$ cat src/rtl/glb_ld_dma_sched_pkg.sv
// Shared global-buffer constants and types for the load-DMA header scheduler.
package global_buffer_param;
  localparam int QUEUE_DEPTH   = 4;
  localparam int TIMEOUT_WIDTH = 16;
endpackage

package global_buffer_pkg;
  typedef enum logic [1:0] {
    LD_DMA_OFF    = 2'd0,
    LD_DMA_NORMAL = 2'd1,
    LD_DMA_REPEAT = 2'd2
  } ld_dma_mode_e;

  typedef enum logic {
    S_IDLE = 1'b0,
    S_WAIT = 1'b1
  } sched_state_e;
endpackage

$ cat src/rtl/glb_ld_dma_sched_if.sv
// Scheduler <-> load-DMA engine handshake: issue strobe + slot index, done strobe back.
interface glb_ld_dma_sched_if #(
  parameter int QIDX_WIDTH = $clog2(global_buffer_param::QUEUE_DEPTH)
);
  logic                  dma_start_pulse;
  logic [QIDX_WIDTH-1:0] dma_q_idx;
  logic                  dma_done_pulse;

  modport master (output dma_start_pulse, output dma_q_idx, input dma_done_pulse);
  modport slave  (input dma_start_pulse, input dma_q_idx, output dma_done_pulse);
endinterface

$ cat src/rtl/glb_prio_find_next.sv
// Lowest set bit of vec at or above base; base may be QUEUE_DEPTH (nothing found).
module glb_prio_find_next #(
  parameter int QUEUE_DEPTH = 4,
  parameter int QIDX_WIDTH  = $clog2(QUEUE_DEPTH)
) (
  input  logic [QUEUE_DEPTH-1:0] vec,
  input  logic [QIDX_WIDTH:0]    base,
  output logic                   found,
  output logic [QIDX_WIDTH-1:0]  idx
);
  logic [QIDX_WIDTH:0] pos;

  always_comb begin
    found = 1'b0;
    idx   = '0;
    pos   = '0;
    // Scan high to low so the lowest qualifying index is the last one written.
    for (int i = QUEUE_DEPTH - 1; i >= 0; i--) begin
      pos = (QIDX_WIDTH + 1)'(i);
      if (vec[i] && (pos >= base)) begin
        found = 1'b1;
        idx   = pos[QIDX_WIDTH-1:0];
      end
    end
  end
endmodule

$ cat src/rtl/glb_ld_dma_sched.sv
// Load-DMA header queue sequencer for one GLB tile.
// Optional watchdog enabled by defining GLB_LD_DMA_SCHED_TIMEOUT_EN.
module glb_ld_dma_sched
  import global_buffer_pkg::*;
#(
  parameter int QUEUE_DEPTH = global_buffer_param::QUEUE_DEPTH,
  parameter int QIDX_WIDTH  = $clog2(QUEUE_DEPTH)
`ifdef GLB_LD_DMA_SCHED_TIMEOUT_EN
  , parameter int TIMEOUT_WIDTH = global_buffer_param::TIMEOUT_WIDTH
`endif
) (
  input  logic                     clk,
  input  logic                     reset,
  input  logic                     clk_en,
  input  logic                     cgra_soft_reset,
  input  logic [1:0]               cfg_ld_dma_mode,
  input  logic [QUEUE_DEPTH-1:0]   cfg_hdr_valid,
  input  logic                     strm_start_pulse,
  glb_ld_dma_sched_if.master       dma,
  output logic [QUEUE_DEPTH-1:0]   cfg_invalidate_pulse,
  output logic                     strm_g2f_interrupt_pulse,
  output logic                     busy
`ifdef GLB_LD_DMA_SCHED_TIMEOUT_EN
  , input  logic [TIMEOUT_WIDTH-1:0] cfg_timeout,
  output logic                     timeout_err_pulse
`endif
);
  sched_state_e            state, state_n;
  logic [QIDX_WIDTH-1:0]   idx, idx_n;
  logic                    start_n, irq_n;
  logic [QUEUE_DEPTH-1:0]  inv_n;
  logic                    first_found, next_found;
  logic [QIDX_WIDTH-1:0]   first_idx, next_idx;
  logic                    mode_on, mode_normal, mode_repeat;
`ifdef GLB_LD_DMA_SCHED_TIMEOUT_EN
  logic [TIMEOUT_WIDTH-1:0] cnt, cnt_n;
  logic                     tmo_n;
`endif

  assign mode_normal = (cfg_ld_dma_mode == LD_DMA_NORMAL);
  assign mode_repeat = (cfg_ld_dma_mode == LD_DMA_REPEAT);
  assign mode_on     = mode_normal | mode_repeat;

  glb_prio_find_next #(.QUEUE_DEPTH(QUEUE_DEPTH), .QIDX_WIDTH(QIDX_WIDTH)) u_first (
    .vec(cfg_hdr_valid), .base('0), .found(first_found), .idx(first_idx)
  );

  glb_prio_find_next #(.QUEUE_DEPTH(QUEUE_DEPTH), .QIDX_WIDTH(QIDX_WIDTH)) u_next (
    .vec(cfg_hdr_valid), .base((QIDX_WIDTH + 1)'(idx) + (QIDX_WIDTH + 1)'(1)),
    .found(next_found), .idx(next_idx)
  );

  always_comb begin
    state_n = state;
    idx_n   = idx;
    start_n = 1'b0;
    irq_n   = 1'b0;
    inv_n   = '0;
`ifdef GLB_LD_DMA_SCHED_TIMEOUT_EN
    cnt_n   = cnt;
    tmo_n   = 1'b0;
`endif
    if (clk_en) begin
      if (cgra_soft_reset) begin
        state_n = S_IDLE;
      end else if (state == S_IDLE) begin
        if (strm_start_pulse && mode_on) begin
          if (first_found) begin
            idx_n   = first_idx;
            start_n = 1'b1;
            state_n = S_WAIT;
          end else begin
            irq_n = 1'b1;
          end
        end
      end else begin
`ifdef GLB_LD_DMA_SCHED_TIMEOUT_EN
        cnt_n = cnt + 1'b1;
`endif
        if (dma.dma_done_pulse) begin
          if (mode_normal) inv_n = {{(QUEUE_DEPTH-1){1'b0}}, 1'b1} << idx;
          if (next_found) begin
            idx_n   = next_idx;
            start_n = 1'b1;
          end else if (mode_repeat && first_found) begin
            idx_n   = first_idx;
            start_n = 1'b1;
          end else begin
            irq_n   = 1'b1;
            state_n = S_IDLE;
          end
        end
`ifdef GLB_LD_DMA_SCHED_TIMEOUT_EN
        else if ((cfg_timeout != '0) && (cnt == cfg_timeout)) begin
          tmo_n   = 1'b1;
          irq_n   = 1'b1;
          state_n = S_IDLE;
        end
`endif
      end
`ifdef GLB_LD_DMA_SCHED_TIMEOUT_EN
      if (start_n) cnt_n = '0;
`endif
    end
  end

  always_ff @(posedge clk or posedge reset) begin
    if (reset) begin
      state                    <= S_IDLE;
      idx                      <= '0;
      dma.dma_start_pulse      <= 1'b0;
      cfg_invalidate_pulse     <= '0;
      strm_g2f_interrupt_pulse <= 1'b0;
      busy                     <= 1'b0;
`ifdef GLB_LD_DMA_SCHED_TIMEOUT_EN
      cnt                      <= '0;
      timeout_err_pulse        <= 1'b0;
`endif
    end else begin
      state                    <= state_n;
      idx                      <= idx_n;
      dma.dma_start_pulse      <= start_n;
      cfg_invalidate_pulse     <= inv_n;
      strm_g2f_interrupt_pulse <= irq_n;
      busy                     <= (state_n == S_WAIT);
`ifdef GLB_LD_DMA_SCHED_TIMEOUT_EN
      cnt                      <= cnt_n;
      timeout_err_pulse        <= tmo_n;
`endif
    end
  end

  assign dma.dma_q_idx = idx;
endmodule

$ cat src/flat_wrapper.sv
// flat-port wrapper written by rule: the top's interface ports become plain ports
module glb_ld_dma_sched_flat import global_buffer_pkg::*;
#(
  parameter int QUEUE_DEPTH = global_buffer_param::QUEUE_DEPTH,
  parameter int QIDX_WIDTH  = $clog2(QUEUE_DEPTH)

)
  (clk, reset, clk_en, cgra_soft_reset, cfg_ld_dma_mode, cfg_hdr_valid, strm_start_pulse, cfg_invalidate_pulse, strm_g2f_interrupt_pulse, busy, dma_dma_start_pulse, dma_dma_q_idx, dma_dma_done_pulse);
  glb_ld_dma_sched_if #(.QIDX_WIDTH(QIDX_WIDTH)) dma_i ();
  input  logic clk;
  input  logic reset;
  input  logic clk_en;
  input  logic cgra_soft_reset;
  input  logic [1:0] cfg_ld_dma_mode;
  input  logic [QUEUE_DEPTH-1:0] cfg_hdr_valid;
  input  logic strm_start_pulse;
  output logic [QUEUE_DEPTH-1:0] cfg_invalidate_pulse;
  output logic strm_g2f_interrupt_pulse;
  output logic busy;
  output wire logic [$bits(dma_i.dma_start_pulse)-1:0] dma_dma_start_pulse;
  output wire logic [$bits(dma_i.dma_q_idx)-1:0] dma_dma_q_idx;
  input wire logic [$bits(dma_i.dma_done_pulse)-1:0] dma_dma_done_pulse;
  assign dma_dma_start_pulse = dma_i.dma_start_pulse;
  assign dma_dma_q_idx = dma_i.dma_q_idx;
  assign dma_i.dma_done_pulse = dma_dma_done_pulse;
  glb_ld_dma_sched #(.QUEUE_DEPTH(QUEUE_DEPTH), .QIDX_WIDTH(QIDX_WIDTH)) u_core (.clk(clk), .reset(reset), .clk_en(clk_en), .cgra_soft_reset(cgra_soft_reset), .cfg_ld_dma_mode(cfg_ld_dma_mode), .cfg_hdr_valid(cfg_hdr_valid), .strm_start_pulse(strm_start_pulse), .dma(dma_i), .cfg_invalidate_pulse(cfg_invalidate_pulse), .strm_g2f_interrupt_pulse(strm_g2f_interrupt_pulse), .busy(busy));
endmodule
$ cat config.mk
export PLATFORM = sky130hd
export DESIGN_NAME = glb_ld_dma_sched_flat
export DESIGN_NICKNAME = d
export VERILOG_FILES = /design/src/rtl/glb_ld_dma_sched_pkg.sv /design/src/rtl/glb_ld_dma_sched_if.sv /design/src/rtl/glb_prio_find_next.sv /design/src/rtl/glb_ld_dma_sched.sv /design/src/flat_wrapper.sv
export SDC_FILE = /design/constraint.sdc
export NUM_CORES = 1
export LEC_CHECK = 0
export CAP_MARGIN = 20
export CORE_UTILIZATION = 37
export DETAILED_ROUTE_END_ITERATION = 10
export MAX_ROUTING_LAYER = met4
export PLACE_DENSITY = 0.73
export SYNTH_ARGS = -nofsm -noshare
export SYNTH_HDL_FRONTEND = slang
export SYNTH_SLANG_ARGS = --single-unit
export TNS_END_PERCENT = 5
$ cat constraint.sdc
create_clock -name clk -period 1.5 [get_ports clk]
set_input_delay 0.3 -clock clk [delete_from_list [all_inputs] [get_ports clk]]
set_output_delay 0.3 -clock clk [all_outputs]
set_load 0.03 [all_outputs]
Yosys cells after proc, flatten, opt, wreduce, memory -nomap -nowiden
Index checks and enable logic that the tools add are counted.
{ "classes": {"mux": 46, "n_shift": 1, "eq_ne": 4, "n_addsub": 1, "reduce_logical": 9, "magnitude_cmp": 4, "bitwise_logic": 2} }
{ "ops": {"columns": ["operator", "count"], "rows": [
  ["$mux W2", 14],
  ["$mux W1", 27],
  ["$mux W4", 5],
  ["$ge A1 B3 Y1 const A", 2],
  ["$ge A2 B3 Y1 const A", 2],
  ["$logic_and A1 B1 Y1", 6],
  ["$reduce_and A6 Y1", 1],
  ["$reduce_bool A2 Y1", 2],
  ["$shl A1 B2 Y4 const A", 1],
  ["$add A2 B1 Y3 const B", 1],
  ["$ne A3 B3 Y1 const B", 1],
  ["$eq A2 B1 Y1 const B", 1],
  ["$eq A2 B2 Y1 const B", 1],
  ["$ne A2 B2 Y1 const B", 1],
  ["$not A1 Y1", 1],
  ["$or A1 B1 Y1", 1]
]} }
{ "totals": {"output_inout_bits": 9, "input_bits": 12, "reg_bits": 9} }

Logic depth before layout (Yosys ltp)
{ "depth": {"ltp_word": 12, "ltp_mapped": 7} }

Cells and area by module
Synthesis repeated with hierarchy kept, for this count alone.
{ "hier_totals": {"hier_cells": 67, "hier_area_um2": 633.1} }
{ "by_module_without_submodules": {"columns": ["module", "seq_area_each_um2", "instances", "area_each_um2", "cells_each"], "rows": [
  ["glb_ld_dma_sched", 225.2, 1, 498.0, 45],
  ["glb_prio_find_next", 0.0, 2, 67.6, 11]
]} }

Worst setup path after synthesis
No wires, ideal clock.
{ "synth_timing": {"kind": "register -> register", "startpoint": "register u_core.busy (netlist name)", "endpoint": "register u_core.idx[0] (netlist: u_core.dma.dma_q_idx[0])", "t_arrival_ps": 1642, "setup_time_ps": 125, "period_less_slack_ps": 1767, "path_stages_with_launch": 6, "slack_ps": -267, "path_cell_list": "dfrtp_1 > clkbuf_1 > nor2_1 > nor3_1 > and3b_4 > mux2_4"} }
{ "synth_rtl": {"columns": ["item", "line_no", "rtl"], "rows": [
  ["to (signal assigned)", "glb_ld_dma_sched.sv:121", "idx <= idx_n;"],
  ["to (decl)", "glb_ld_dma_sched.sv:29", "logic [QIDX_WIDTH-1:0] idx, idx_n;"]
]} }

Final worst setup path
{ "layout_timing": {"startpoint": "input cfg_hdr_valid[0]", "endpoint": "register u_core.idx[0] (netlist: u_core.dma.dma_q_idx[0])"} }
{ "layout_between": {"elab_chain_cells": 5, "word_cells_on_any_way": 15, "cone_classes": "1 x eq/ne; 10 x mux; 4 x reduce/logical"} }
{ "layout_rtl": {"columns": ["item", "line_no", "rtl"], "rows": [
  ["from (decl)", "flat_wrapper.sv:15", "input logic [QUEUE_DEPTH-1:0] cfg_hdr_valid;"],
  ["$mux W2 or $logic_and A1 B1 Y1 (tied branches)", "glb_prio_find_next.sv:20", "if (vec[i] && (pos >= base)) begin"],
  ["$mux W2 (tied with other cells)", "glb_ld_dma_sched.sv:85", "end else if (mode_repeat && first_found) begin"],
  ["$mux W2", "glb_ld_dma_sched.sv:82", "if (next_found) begin"],
  ["$mux W2", "glb_ld_dma_sched.sv:80", "if (dma.dma_done_pulse) begin"],
  ["$mux W2", "glb_ld_dma_sched.sv:66", "end else if (state == S_IDLE) begin"]
]} }
Several ways; a longest one is shown, not always the timed one. The select of a mux whose other input is x is not followed.
A chain may end at the register's enable or synchronous reset.

==> impl_metrics.sql <==
INSERT INTO impl_metrics (metric_group, metric, value, unit) VALUES
('status', 'result_of_the_run', 'finished with violations', ''),
('status', 'failing_checks', 'negative setup slack', ''),
('placement', 'placement.io_buffers', '20', ''),
('global_route', 'grt_antenna_before_repair', '0', ''),
('placement', 'place_congestion', '0.7962', ''),
('yosys', 'yosysUniqueCellTypes', '26', ''),
('sta', 'timing.final.hold_violations', '0', ''),
('route', 'drt_drc_violations_left', '0', ''),
('cts', 'tritoncts', 'built', ''),
('sta', 'slew_headroom', '0.7704', ''),
('sta', 'rsz0062_at_grt', 'true', ''),
('yosys', 'yosys-top-cells-count', 'dfrtp_1 (9), inv_1 (7), nand2_1 (4), nor2_1 (4)', ''),
('final_layout', 'syn2layout_area_growth', '65.49', '%'),
('setup_path', 'crit_path_end_kind', 'flop', ''),
('route', 'detail_route.wirelength', '1227', 'µm'),
('yosys', 'ys.flop_type', 'dfrtp_1', ''),
('final_layout', 'diodes', '0', ''),
('global_route', 'grt_max_degree', '12', ''),
('global_route', 'wire_length_of_the_first_global_routing_pass', '1876', 'µm'),
('cts', 'cts.htree.levels', '1', ''),
('sta', 'timing.final.crit_share', '1.021', ''),
('cts', 'clk_pin_slew_worst_paths', '60', 'ps'),
('yosys', 'largest_family_of_logic_cells_by_synthesized_area', 'simple AND/OR/NAND/NOR gates', ''),
('route', 'drt-pass1-iter-count', '2', ''),
('placement', 'detailedPlacementHpwl', '938.7', 'µm'),
('cts', 'clkLatencyLatePin', '260', 'ps'),
('yosys', 'synthAdderAreaFrac', '0.04695', ''),
('setup_path', 'critPathArrivalTime', '1680', 'ps'),
('setup_path', 'critical_path.max_fanout', '2', ''),
('yosys', 'syn_nets', '72', ''),
('power', 'static-leakage-power', '0.5465', 'nW'),
('sta', 'final_critical_path_setup_slack', '-31.81', 'ps'),
('final_layout', 'final-instance-count-excl-fill', '108', ''),
('final_layout', 'seq_area', '226.5', 'µm²'),
('floorplan', 'core-area', '1318', 'µm²'),
('yosys', 'asyncSetResetFlopFracSynth', '1.000', ''),
('setup_path', 'rrSetupSlack', '0', 'ps'),
('floorplan', 'io-pin-count', '21', ''),
('cts', 'root_buffer', 'clkbuf_4', ''),
('setup_path', 'worstReg2RegEnd', 'u_core.dma.dma_q_idx[0]$_DFFE_PP0P_', ''),
('sta', 'finalClockSkew', '1.012', 'ps'),
('setup_path', 'r2r.worst_path.cells', '5', ''),
('setup_path', 'cp-start-kind', 'input pin', ''),
('cts', 'max-clock-path-buffers', '2', ''),
('final_layout', 'multi_input_combinational_cell_area', '285.3', 'µm²'),
('power', 'worst_vdd_drop', '0.0004028', 'V'),
('floorplan', 'design.die.area', '1596', 'µm²'),
('power', 'p_per_area', '954.8', 'nW/µm²'),
('route', 'dr_total_vias', '531', ''),
('run', 'max-cap-violations', '0', ''),
('final_layout', 'drive_above_1_share', '0.3333', ''),
('power', 'total_power', '0.8422', 'mW'),
('placement', 'placed_instances', '103', ''),
('sta', 'total_setup_violations_reported_at_the_end_of_the_flow', '1', ''),
('sta', 'fin_crit', '1532', 'ps'),
('yosys', 'synthDominantCellAreaShare', '0.4225', ''),
('sta', 'fmaxAchievable', '652.8', 'MHz'),
('yosys', 'synth_seq_area_share', '0.4225', ''),
('yosys', 'synthDominantAreaCellType', 'dfrtp_1', ''),
('yosys', 'synth.area.mux_share', '0.02817', ''),
('cts', 'hold_buffers', '0', ''),
('floorplan', 'std_cell_rows', '13', ''),
('yosys', 'synth.avg_cell_area', '9.190', 'µm²'),
('yosys', 'synthTopCellsByArea', 'dfrtp_1 (42%), inv_1 (4.9%), ha_1 (4.7%)', ''),
('yosys', 'synth_compound_area_frac', '0.1549', ''),
('global_route', 'number_of_global_route_vias_before_repair', '487', ''),
('setup_path', 'crit_type', 'in -> reg', ''),
('yosys', 'post_synth_and_or_nand_nor_area_fraction', '0.2770', ''),
('sta', 'timing.final.max_slew_violations', '0', ''),
('hold_path', 'hold_path.class', 'in -> async', ''),
('cts', 'numClockSinks', '9', '');
[cells in the final DEF, fill, tap and decap left out]
| cell type | n |
|---|---|
| o21ai_1 | 2 |
| a21oi_1 | 3 |
| and3b_4 | 1 |
| clkdlybuf4s50_1 | 4 |
| dlymetal6s2s_1 | 7 |
| nor2_1 | 3 |
| a211oi_2 | 1 |
| nor3b_1 | 1 |
| nor2b_4 | 1 |
| inv_1 | 7 |
| dlygate4sd2_1 | 2 |
| o21ai_0 | 2 |
| nand3_1 | 1 |
| or4_4 | 1 |
| ha_1 | 2 |
| o2bb2ai_1 | 2 |
| mux2_4 | 1 |
| clkdlybuf4s15_1 | 1 |
| and3_1 | 1 |
| clkbuf_1 | 1 |
| dfrtp_1 | 8 |
| nand2_1 | 4 |
| a22o_1 | 1 |
| nor2_2 | 1 |
| nand2b_1 | 3 |
| clkbuf_4 | 3 |
| a2bb2oi_1 | 1 |
| buf_6 | 1 |
| and4b_1 | 1 |
| nor3_2 | 1 |
| nand3b_1 | 2 |
| clkbuf_2 | 4 |
| nand4_1 | 1 |
| buf_4 | 15 |
| nor3_1 | 1 |
| and4_1 | 1 |
| dfrtp_2 | 1 |
[registers in the layout, indices dropped and copies added, names as in the netlist]
signal	flops
u_core.dma.dma_start_pulse	1
u_core.busy	1
u_core.dma.dma_q_idx	2
u_core.cfg_invalidate_pulse	4
u_core.strm_g2f_interrupt_pulse	1
[how the worst max path moves through the flow]
| stage | endpoint | startpoint | depth (start not counted) |
|---|---|---|---|
| after detailed placement | u_core.dma.dma_q_idx[0]$_DFFE_PP0P_ | cfg_ld_dma_mode[0] | 8 |
| after global routing | u_core.dma.dma_q_idx[0]$_DFFE_PP0P_ | u_core.dma.dma_q_idx[1]$_DFFE_PP0P_ | 5 |
| final | u_core.dma.dma_q_idx[0]$_DFFE_PP0P_ | cfg_hdr_valid[0] | 5 |
| after CTS | u_core.dma.dma_q_idx[0]$_DFFE_PP0P_ | cfg_hdr_valid[1] | 5 |
| after global placement | u_core.dma.dma_q_idx[0]$_DFFE_PP0P_ | cfg_ld_dma_mode[0] | 8 |
| after floorplan | u_core.dma.dma_q_idx[0]$_DFFE_PP0P_ | cfg_hdr_valid[2] | 4 |
[where the power goes]
part | switching [mW] | internal (mW)
Combinational | 0.175 | 0.172
Clock | 0.0865 | 0.103
Sequential | 0.0349 | 0.271
Total | 0.297 | 0.546
[metrics by stage]
stage | utilization | hold WS [ps] | TNS [ps] | area (µm²)
final | 0.6695 | 306.4 | -31.81 | 882.1
after global routing | 0.6695 | 355.0 | -79.55 | 882.1
after CTS | 0.6591 | 312.0 | -609.2 | 868.3
after detailed placement | 0.6353 | 589.1 | -2617 | 837.1
after global placement | 0.6353 | 575.6 | -2561 | 837.1
after floorplan | - | 127.9 | -181.3 | 538.0
[routing by layer]
| metal | track usage | vias to the layer above | routed length (µm) |
|---|---|---|---|
| met3 | 0.02222 | 0 | 54 |
| met5 | - | - | 0 |
| met4 | 0.1466 | 0 | 0 |
| met2 | 0.2823 | 16 | 639 |
| met1 | 0.2069 | 244 | 533 |
| li1 | - | 271 | - |
[repair_timing]
item	CTS	global route
setup endpoints to repair	13	10
gates resized for setup	11	20
setup buffers	1	0
pin swaps	5	6
[kinds of logic after synthesis]
kind of cell	after synthesis
AND/OR/NAND/NOR	24
AO/OA/AOI/OAI	12
buffers and inverters	10
flip-flops	9
adder cells (fa/ha/maj)	2
multiplexers	1
[worst max-delay path, stage by stage]
cell	delay [ps]
buf_6	90
or4_4	530
a211oi_2	230
and3b_4	240
mux2_4	290
[final cells by class]
cell class / count / area share
Sequential cell: 9 / 0.2567
Multi-Input combinational cell: 39 / 0.3234
Tap cell: 15 / 0.02128
Timing Repair Buffer: 34 / 0.3390
Clock buffer: 4 / 0.02979
Inverter: 7 / 0.02979
(Power assumes the default switching activity.)
